--- config.mk ---
export PLATFORM = sky130hd
export DESIGN_NAME = store_buffer
export DESIGN_NICKNAME = d
export VERILOG_FILES = /design/src/rtl/mem_pkg.sv /design/src/rtl/store_lane_pack.sv /design/src/rtl/store_buffer.sv
export SDC_FILE = /design/constraint.sdc
export NUM_CORES = 1
export LEC_CHECK = 0
export BUFFER_PORTS_ARGS = -buffer_cell sky130_fd_sc_hd__buf_2
export CAP_MARGIN = 40
export CORE_ASPECT_RATIO = 1.1
export CORE_MARGIN = 4
export CORE_UTILIZATION = 25
export CTS_CLUSTER_SIZE = 25
export DETAILED_ROUTE_END_ITERATION = 12
export PLACE_DENSITY_LB_ADDON = 0.15
export SLEW_MARGIN = 20
export SYNTH_ARGS = -nofsm -noshare
export SYNTH_HDL_FRONTEND = slang
export SYNTH_SLANG_ARGS = --single-unit
export TNS_END_PERCENT = 5
--- constraint.sdc ---
create_clock -name clk -period 2.7 [get_ports clk]
set_clock_uncertainty 0.2 [all_clocks]
set_input_delay 0.54 -clock clk [delete_from_list [all_inputs] [get_ports clk]]
set_output_delay 0.54 -clock clk [all_outputs]
set_load 0.05 [all_outputs]
--- src/rtl/mem_pkg.sv ---
// Shared store-path definitions: size codes,
// byte-enable constants and buffer entry layout.
package mem_pkg;

  localparam logic [1:0] SZ_BYTE = 2'b00;
  localparam logic [1:0] SZ_HALF = 2'b01;
  localparam logic [1:0] SZ_WORD = 2'b10;

  localparam logic [3:0] BE_ALL = 4'b1111;

  localparam int ENTRY_W = 30 + 32 + 4;

  typedef struct packed {
    logic [29:0] addr;
    logic [31:0] wdata;
    logic [3:0]  be;
  } sb_entry_t;

endpackage

--- src/rtl/store_lane_pack.sv ---
// Narrows a register value onto little-endian
// byte lanes and flags misaligned/illegal stores.
module store_lane_pack
  import mem_pkg::*;
(
  input  logic [1:0]  i_size,
  input  logic [1:0]  i_addr_lo,
  input  logic [31:0] i_data,
  output logic [31:0] o_wdata,
  output logic [3:0]  o_be,
  output logic        o_illegal
);

  // Lane replication, enables and alignment check
  always_comb begin
    o_wdata   = i_data;
    o_be      = '0;
    o_illegal = 1'b0;
    unique case (1'b1)
      (i_size == SZ_BYTE): begin
        o_wdata = {4{i_data[7:0]}};
        o_be    = 4'b0001 << i_addr_lo;
      end
      (i_size == SZ_HALF): begin
        o_wdata   = {2{i_data[15:0]}};
        o_be      = i_addr_lo[1] ? 4'b1100
                                 : 4'b0011;
        o_illegal = i_addr_lo[0];
      end
      (i_size == SZ_WORD): begin
        o_wdata   = i_data;
        o_be      = BE_ALL;
        o_illegal = |i_addr_lo;
      end
      default: begin
        o_illegal = 1'b1;
      end
    endcase
  end

endmodule

--- src/rtl/store_buffer.sv ---
// In-order store queue between MEM and data
// memory, with word-granular load hazard check.
module store_buffer
  import mem_pkg::*;
#(
  parameter int DEPTH = 4
) (
  input  logic        clk,
  input  logic        rst_n,
  input  logic        st_valid,
  output logic        st_ready,
  input  logic [1:0]  st_size,
  input  logic [31:0] st_addr,
  input  logic [31:0] st_data,
  output logic        st_misalign,
  input  logic        ld_check,
  input  logic [31:0] ld_addr,
  output logic        ld_hazard,
  output logic        mem_valid,
  input  logic        mem_ready,
  output logic [31:0] mem_addr,
  output logic [31:0] mem_wdata,
  output logic [3:0]  mem_be,
  output logic        empty
);

  localparam int AW = $clog2(DEPTH);

  logic [AW-1:0] r_wptr;
  logic [AW-1:0] r_rptr;
  logic [AW:0]   r_count;
  sb_entry_t     r_mem [DEPTH];

  logic [31:0]    w_wdata;
  logic [3:0]     w_be;
  logic           w_illegal;
  logic           w_full;
  logic           w_empty;
  logic           w_enq;
  logic           w_deq;
  sb_entry_t      w_new;
  sb_entry_t      w_head;
  logic [DEPTH-1:0] w_match;
  logic           w_unused_ld;

  store_lane_pack u_pack (
    .i_size    (st_size),
    .i_addr_lo (st_addr[1:0]),
    .i_data    (st_data),
    .o_wdata   (w_wdata),
    .o_be      (w_be),
    .o_illegal (w_illegal)
  );

  assign w_full  = (r_count == (AW+1)'(DEPTH));
  assign w_empty = (r_count == '0);

  assign st_ready    = ~w_full;
  assign empty       = w_empty;
  assign mem_valid   = ~w_empty;
  assign st_misalign = st_valid & w_illegal;

  assign w_enq = st_valid & ~w_full & ~w_illegal;
  assign w_deq = mem_valid & mem_ready;

  assign w_new.addr  = st_addr[31:2];
  assign w_new.wdata = w_wdata;
  assign w_new.be    = w_be;

  assign w_head    = r_mem[r_rptr];
  assign mem_addr  = {w_head.addr, 2'b00};
  assign mem_wdata = w_head.wdata;
  assign mem_be    = w_head.be;

  // Pointer and occupancy bookkeeping
  always_ff @(posedge clk or negedge rst_n) begin
    if (!rst_n) begin
      r_wptr  <= '0;
      r_rptr  <= '0;
      r_count <= '0;
    end else begin
      if (w_enq) r_wptr <= r_wptr + 1'b1;
      if (w_deq) r_rptr <= r_rptr + 1'b1;
      unique case ({w_enq, w_deq})
        2'b10:   r_count <= r_count + 1'b1;
        2'b01:   r_count <= r_count - 1'b1;
        default: r_count <= r_count;
      endcase
    end
  end

  // Entry storage, written at the tail
  always_ff @(posedge clk or negedge rst_n) begin
    if (!rst_n) begin
      for (int i = 0; i < DEPTH; i++)
        r_mem[i] <= '0;
    end else if (w_enq) begin
      r_mem[r_wptr] <= w_new;
    end
  end

  // An entry is live if it sits within count
  // slots of the head; compare word addresses
  for (genvar g = 0; g < DEPTH; g++) begin : g_hz
    logic [AW-1:0] w_off;
    logic          w_vld;
    assign w_off = AW'(g) - r_rptr;
    assign w_vld = ({1'b0, w_off} < r_count);
    assign w_match[g] = w_vld &
      (r_mem[g].addr == ld_addr[31:2]);
  end

  assign ld_hazard   = ld_check & |w_match;
  assign w_unused_ld = ^ld_addr[1:0];

endmodule

==> metrics, run 1 <==
first-pass GRT wire length=69,170 um; Post-Syn Area=14,340 um2; gr busiest metal=met2; area fraction of the dominant cell type after synthesis=47.30%; clock sink total=271; clock root buffer=clkbuf_16; Slowest-stage cell, CP=dfrtp_4; clock buffers created by TritonCTS=36; clock latency on the worst-skew pair=0.53 ns; CP Cell Sequence=xor2_4 > ha_1 > a21oi_1 > nand4_1 > a2111oi_4 > or4_4 > buf_8; Syn Inst Count=925; adder and majority gate portion of the synthesized area=0.9250%; Avg Inst Size Synth=15.50 um2; slew at the pin closest to its max-slew limit=0.6853 ns; post-synthesis compound-gate area fraction=1.073%; P&R area growth vs syn=30.22%; routed wire length=46,650 um; met3 global-route usage=2.847%; Die Y=259.2 um; crit start category=flop; Detail Placement HPWL=31,860 um; gpl congestion=0.8037; RSZ-0062 raised after global routing=true; routed len/inst=23.35 um; max_cap viols=0; Setup Viol. Count Final=67; drt via density=4.462; total number of vias=8,916; Switching Fraction=41.55%; most frequent cells after synthesis=dfrtp_1, mux2_4, mux2_2; Rows=91; slew margin rel.=53.83%; I/O pins=176; CTS Buffer Depth=3; drc violations=0; sequential-to-total area share from yosys stat=47.30%; Multi-input gate area=7311 um2; WP data required=1.96 ns; CP bufs+invs=1; hold crit path type=in2reg; Post-DRT Antenna Nets=0; Seq pwr share=27.8%; largest cells by area after synthesis=dfrtp_1, mux2_4, mux4_2, mux2_2, xor2_1; global-route track usage on met2=25.46%; Hold Fails Final Rpt=0; Clk pwr share=17.5%; die extent in x=236.3 um; Final period util=117.9%; Main synth FF type=dfrtp_1; class of the most critical setup path=reg2out; most frequent cell after synthesis=dfrtp_1; final slew viol count=0; failing checks=negative setup slack; # nets final=1,345; antenna violations before repair=3; H-tree levels=2; multiplexer area fraction after synthesis=37.25%; Post-synth EDFFs=0; Starting Density=25.39%; status=complete, but fails checks; GRT Residual Overflow=0; number of distinct library cells after synthesis=32; GRT Util Overall=15.05%; NetSw=11.29 mW; Port Buffer Count=171; critical path capture point type=output pin; TritonRoute pass-1 iters=4; largest net degree at the start of global routing=66; Synth area leader=dfrtp_1; Synth Area in XOR/XNOR=7.758%; final worst slack=-0.4826 ns; main combinational cell family by area after synthesis=multiplexers; FILL cells=5,634; PwrDens=1455 nW/um2; fmax=314.2 MHz; DRT iter0 DRCs=351; CP Data Arrival Time=2.44 ns; number of global-route vias before repair=9,859; met1 Use GR=19.99%; share of flip-flops with an asynchronous set or reset=100.0%; crit path time final=3.183 ns; layout cell share with drive strength beyond 1=59.57%; Final TNS setup=-14.83 ns; CP max FO=2; Pint=15.88 mW; Core ar.=56,470 um2; CTS tree=done; Synth Area in Simple Gates=2.592%; Leak=8.293 nW; post-synthesis register bit count=271; YS warnings=0; die area=61,250 um2; CP max stage delay=0.51 ns; Max rail drop VDD=0.7847 mV; diode count=0; combinational share of power=54.7%; Worst-path clk slew=0.06 ns; Reg area=6789 um2; crit-path leading delay family=flip-flops; Pwr Total=27.16 mW
-- power by group through the flow --
stage | Combinational, mW | Sequential, mW | Clock, mW
final | 14.9 | 7.56 | 4.74
after global routing | 15.7 | 7.81 | 5.06
after CTS | 15.0 | 7.54 | 4.93
after detailed placement | 14.2 | 7.55 | 0
after global placement | 14.2 | 7.53 | 0
after floorplan | 10.1 | 7.15 | 0
-- area by class of cell --
type	count	share of cell area (%)
Clock buffer	53	5.495
Clock inverter	7	0.6165
Inverter	14	0.2815
Multi-Input combinational cell	588	39.16
Sequential cell	271	36.36
Tap cell	744	4.986
Timing Repair Buffer	321	13.10
-- worst register-to-register path, delay by kind of cell, from the launching register on --
kind                     cells  cell delay [ns]
buffers and inverters        4             0.46
flip-flops                   1             0.46
AND/OR/NAND/NOR              3             0.48
XOR/XNOR                     2             0.27
adder cells (fa/ha/maj)      2             0.55
-- cell usage in the layout, fill, tap and decap left out, drive strengths merged, types with 4 or more instances in the layout --
| master | instances |
|---|---|
| o21ai | 10 |
| xor2 | 114 |
| dfrtp | 271 |
| nand3 | 6 |
| nor4 | 24 |
| buf | 320 |
| nand4 | 8 |
| a21oi | 11 |
| nor2 | 6 |
| mux2i | 10 |
| inv | 14 |
| clkbuf | 53 |
| and2 | 4 |
| xnor2 | 13 |
| mux2 | 280 |
| mux4 | 66 |
| a2111oi | 4 |
| ha | 9 |
| nor3 | 4 |
| nand2 | 10 |
-- sequential cells by signal, summed over array words and instances (netlist names) --
| register | cells |
|---|---|
| r_wptr | 2 |
| r_mem | 264 |
| r_rptr | 2 |
| r_count | 3 |
-- layer usage --
metal  wire length, um  vias up
met1             20630     4660
li1                  -     3994
met4               996        0
met5                 0        -
met2             22740      205
met3              2278       57
-- what timing repair did --
item                       4_1_cts  5_1_grt
hold endpoints to repair        55        0
resized for setup               71       22
buffers inserted                 0        0
cloned                           3        0
pin swaps                        7        7
hold buffers                     1        0
setup endpoints to repair       67       67
-- path summary, 6_finish.rpt --
path / from / slack (ns) / depth (start not counted) / endpoint
min in group asynchronous: rst_n / 0.36 / 2 / r_mem[48]$_DFFE_PN0P_
max reg2reg: r_count[2]$_DFFE_PN0P_ / 0.22 / 11 / r_count[2]$_DFFE_PN0P_
min reg2reg: r_mem[81]$_DFFE_PN0P_ / 0.30 / 1 / r_mem[81]$_DFFE_PN0P_
max: r_rptr[0]$_DFFE_PN0P_ / -0.48 / 7 / ld_hazard
min: st_addr[2] / 0.09 / 2 / r_mem[102]$_DFFE_PN0P_
max in group asynchronous: rst_n / 1.21 / 3 / r_mem[197]$_DFFE_PN0P_
-- per-stage QoR --
step | instances | hold slack, ns | worst slack, ns | cell area, um2 | util, %
floorplan | 926 | 0.04441 | -0.03780 | 14370 | -
global placement | 1933 | 0.2838 | -0.4539 | 17100 | 30.27
detailed placement | 1933 | 0.2907 | -0.4750 | 17100 | 30.27
CTS | 1997 | 0.04655 | -0.4751 | 18570 | 32.87
global route | 1998 | 0.06670 | -0.5731 | 18670 | 33.06
finish | 1998 | 0.08767 | -0.4826 | 18670 | 33.06
-- kinds of logic after synthesis --
logic type / count (synthesis)
multiplexers: 356
flip-flops: 271
XOR/XNOR: 127
buffers and inverters: 67
AND/OR/NAND/NOR: 66
AO/OA/AOI/OAI: 27
adder cells (fa/ha/maj): 10
other: 1
Note: power is estimated with default switching activity, not from simulation.
==> inputs of run 2 (changes only) <==
--- a/config.mk
+++ b/config.mk
@@ -12,7 +12,7 @@
 export CORE_UTILIZATION = 25
 export CTS_CLUSTER_SIZE = 25
 export DETAILED_ROUTE_END_ITERATION = 12
-export PLACE_DENSITY_LB_ADDON = 0.15
+export PLACE_DENSITY = 0.5
 export SLEW_MARGIN = 20
 export SYNTH_ARGS = -nofsm -noshare
 export SYNTH_HDL_FRONTEND = slang
==> constraint.sdc (replaced) <==
create_clock -name clk -period 2.7 [get_ports clk]
set_clock_uncertainty 0.2 [all_clocks]
set_input_delay 0.81 -clock clk [delete_from_list [all_inputs] [get_ports clk]]
set_output_delay 0.81 -clock clk [all_outputs]
set_load 0.01 [all_outputs]
==> metrics, run 2 (same netlist as run 1, synthesis figures left out) <==
status=complete, but fails checks (unchanged); failing checks=negative setup slack (unchanged); Die Y=259.2 um (unchanged); Final period util=129.2% (was 117.9%); Starting Density=25.39% (unchanged); Post-DRT Antenna Nets=0 (unchanged); GRT Util Overall=13.97% (was 15.05%); clock latency on the worst-skew pair=0.57 ns (was 0.53 ns); final slew viol count=0 (unchanged); drt via density=4.470 (was 4.462); H-tree levels=1 (was 2); commonest non-fill, non-tap cells in the layout=dfrtp_1, buf_2, mux2_4 (was dfrtp_1, buf_4, mux2_4); RSZ-0062 raised after global routing=true (unchanged); # nets final=1,369 (was 1,345); max_cap viols=0 (unchanged); fmax=286.6 MHz (was 314.2 MHz); critical path capture point type=output pin (unchanged); P&R area growth vs syn=29.83% (was 30.22%); class of the most critical setup path=reg2out (unchanged); clock root buffer=clkbuf_16 (unchanged); antenna violations before repair=4 (was 3); non-filler cells, final=2,026 (was 1,998); routed wire length=44,000 um (was 46,650 um); CP max FO=3 (was 2); Final TNS setup=-30.38 ns (was -14.83 ns); Most flops, register=r_mem (unchanged); routed len/inst=21.72 um (was 23.35 um); Hold Fails Final Rpt=0 (unchanged); Setup Viol. Count Final=67 (unchanged); CTS Buffer Depth=3 (unchanged); Port Buffer Count=171 (unchanged); PwrDens=1259 nW/um2 (was 1455 nW/um2); CP Data Arrival Time=2.48 ns (was 2.44 ns); total number of vias=9,056 (was 8,916); die area=61,250 um2 (unchanged); slew at the pin closest to its max-slew limit=0.6462 ns (was 0.6853 ns); I/O pins=176 (unchanged); TritonRoute pass-1 iters=5 (was 4); gpl congestion=0.8661 (was 0.8037); crit path time final=3.489 ns (was 3.183 ns); first-pass GRT wire length=65,580 um (was 69,170 um); number of global-route vias before repair=9,872 (was 9,859); commonest non-fill, non-tap cell in the layout=dfrtp_1 (unchanged); Detail Placement HPWL=32,400 um (was 31,860 um); Setup WS pre-CTS=-0.7151 ns (was -0.4750 ns); clock buffers created by TritonCTS=31 (was 36); Max rail drop VDD=0.5122 mV (was 0.7847 mV); clock sink total=271 (unchanged); drc violations=0 (unchanged); hold crit path type=reg2reg (was in2reg); Largest register FFs=264 (unchanged); DRT iter0 DRCs=350 (was 351); Largest regs=r_mem x264, r_count x3 (unchanged); largest net degree at the start of global routing=54 (was 66); slew margin rel.=56.46% (was 53.83%); Worst-path clk slew=0.06 ns (about the same); crit start category=flop (unchanged); layout cell share with drive strength beyond 1=60.34% (was 59.57%); final worst slack=-0.7890 ns (was -0.4826 ns); Core ar.=56,470 um2 (unchanged); GRT Residual Overflow=0 (unchanged); dpl cells=1,965 (was 1,933); CTS tree=done (unchanged); Leak=8.364 nW (was 8.293 nW); WP data required=1.69 ns (was 1.96 ns); Rows=91 (unchanged); die extent in x=236.3 um (unchanged)
run 2: cell type report:
class                   instances  area [um2]
clock buffers                  44       904.6
well taps                     744       930.9
inverters                      14       57.56
clock inverters                14       151.4
flip-flops and latches        271        6789
diodes                          1       2.502
multi-input cells             588        7242
repair buffers                350        2536
fillers                      5657       37860
run 2: timing repair:
| item | 4_1_cts | 5_1_grt |
|---|---|---|
| setup endpoints to repair | 70 | 69 |
| hold buffers | 1 | 0 |
| pin swaps | 6 | 7 |
| gates resized for setup | 14 | 16 |
| buffers inserted | 0 | 1 |
| endpoints found under the hold margin | 42 | 0 |
run 2: per-stage QoR:
step                      area (um2)  util (%)  power (mW)  hold WS (ns)
after floorplan                14420         -       14.13        0.2751
after global placement         17390     30.79       18.83        0.2840
after detailed placement       17390     30.79       19.01        0.2894
after CTS                      18510     32.78       23.64        0.2904
after global routing           18610     32.96       24.77        0.3017
final                          18610     32.96       23.44        0.3019
run 2: path summary, 6_finish.rpt:
kind | startpoint | endpoint | slack (ns) | depth (start not counted)
max in group asynchronous | rst_n | r_mem[131]$_DFFE_PN0P_ | 1.07 | 3
setup / recovery | r_rptr[1]$_DFFE_PN0P_ | ld_hazard | -0.79 | 6
hold reg to reg | r_mem[0]$_DFFE_PN0P_ | r_mem[0]$_DFFE_PN0P_ | 0.30 | 1
setup reg to reg | r_count[1]$_DFFE_PN0P_ | r_count[2]$_DFFE_PN0P_ | 0.20 | 12
hold / removal | r_mem[0]$_DFFE_PN0P_ | r_mem[0]$_DFFE_PN0P_ | 0.30 | 1
min in group asynchronous | rst_n | r_mem[240]$_DFFE_PN0P_ | 0.54 | 2
run 2: routing by layer:
| metal | global-route usage (%) | wire length (um) | up-vias | share of wire, % |
|---|---|---|---|---|
| li1 | - | - | 4040 | - |
| met1 | 18.83 | 19590 | 4731 | 45 |
| met2 | 23.00 | 20900 | 224 | 47 |
| met3 | 3.251 | 2418 | 59 | 5.5 |
| met4 | 3.179 | 1083 | 2 | 2.5 |
| met5 | 0 | 9 | - | 0.020 |
run 2: worst max-delay path, stage by stage, from the launching register on:
cell       delay (ns)
dfrtp_4          0.52
xor2_4           0.28
inv_2            0.08
ha_4             0.27
a2111oi_2        0.05
or4_4            0.57
buf_6            0.14
run 2: report_power, final:
group | internal, mW | total [mW] | switching, mW
clock | 2.61 | 4.38 | 1.77
sequential | 6.12 | 7.51 | 1.39
combinational | 6.68 | 11.6 | 4.88
total | 15.4 | 23.4 | 8.04
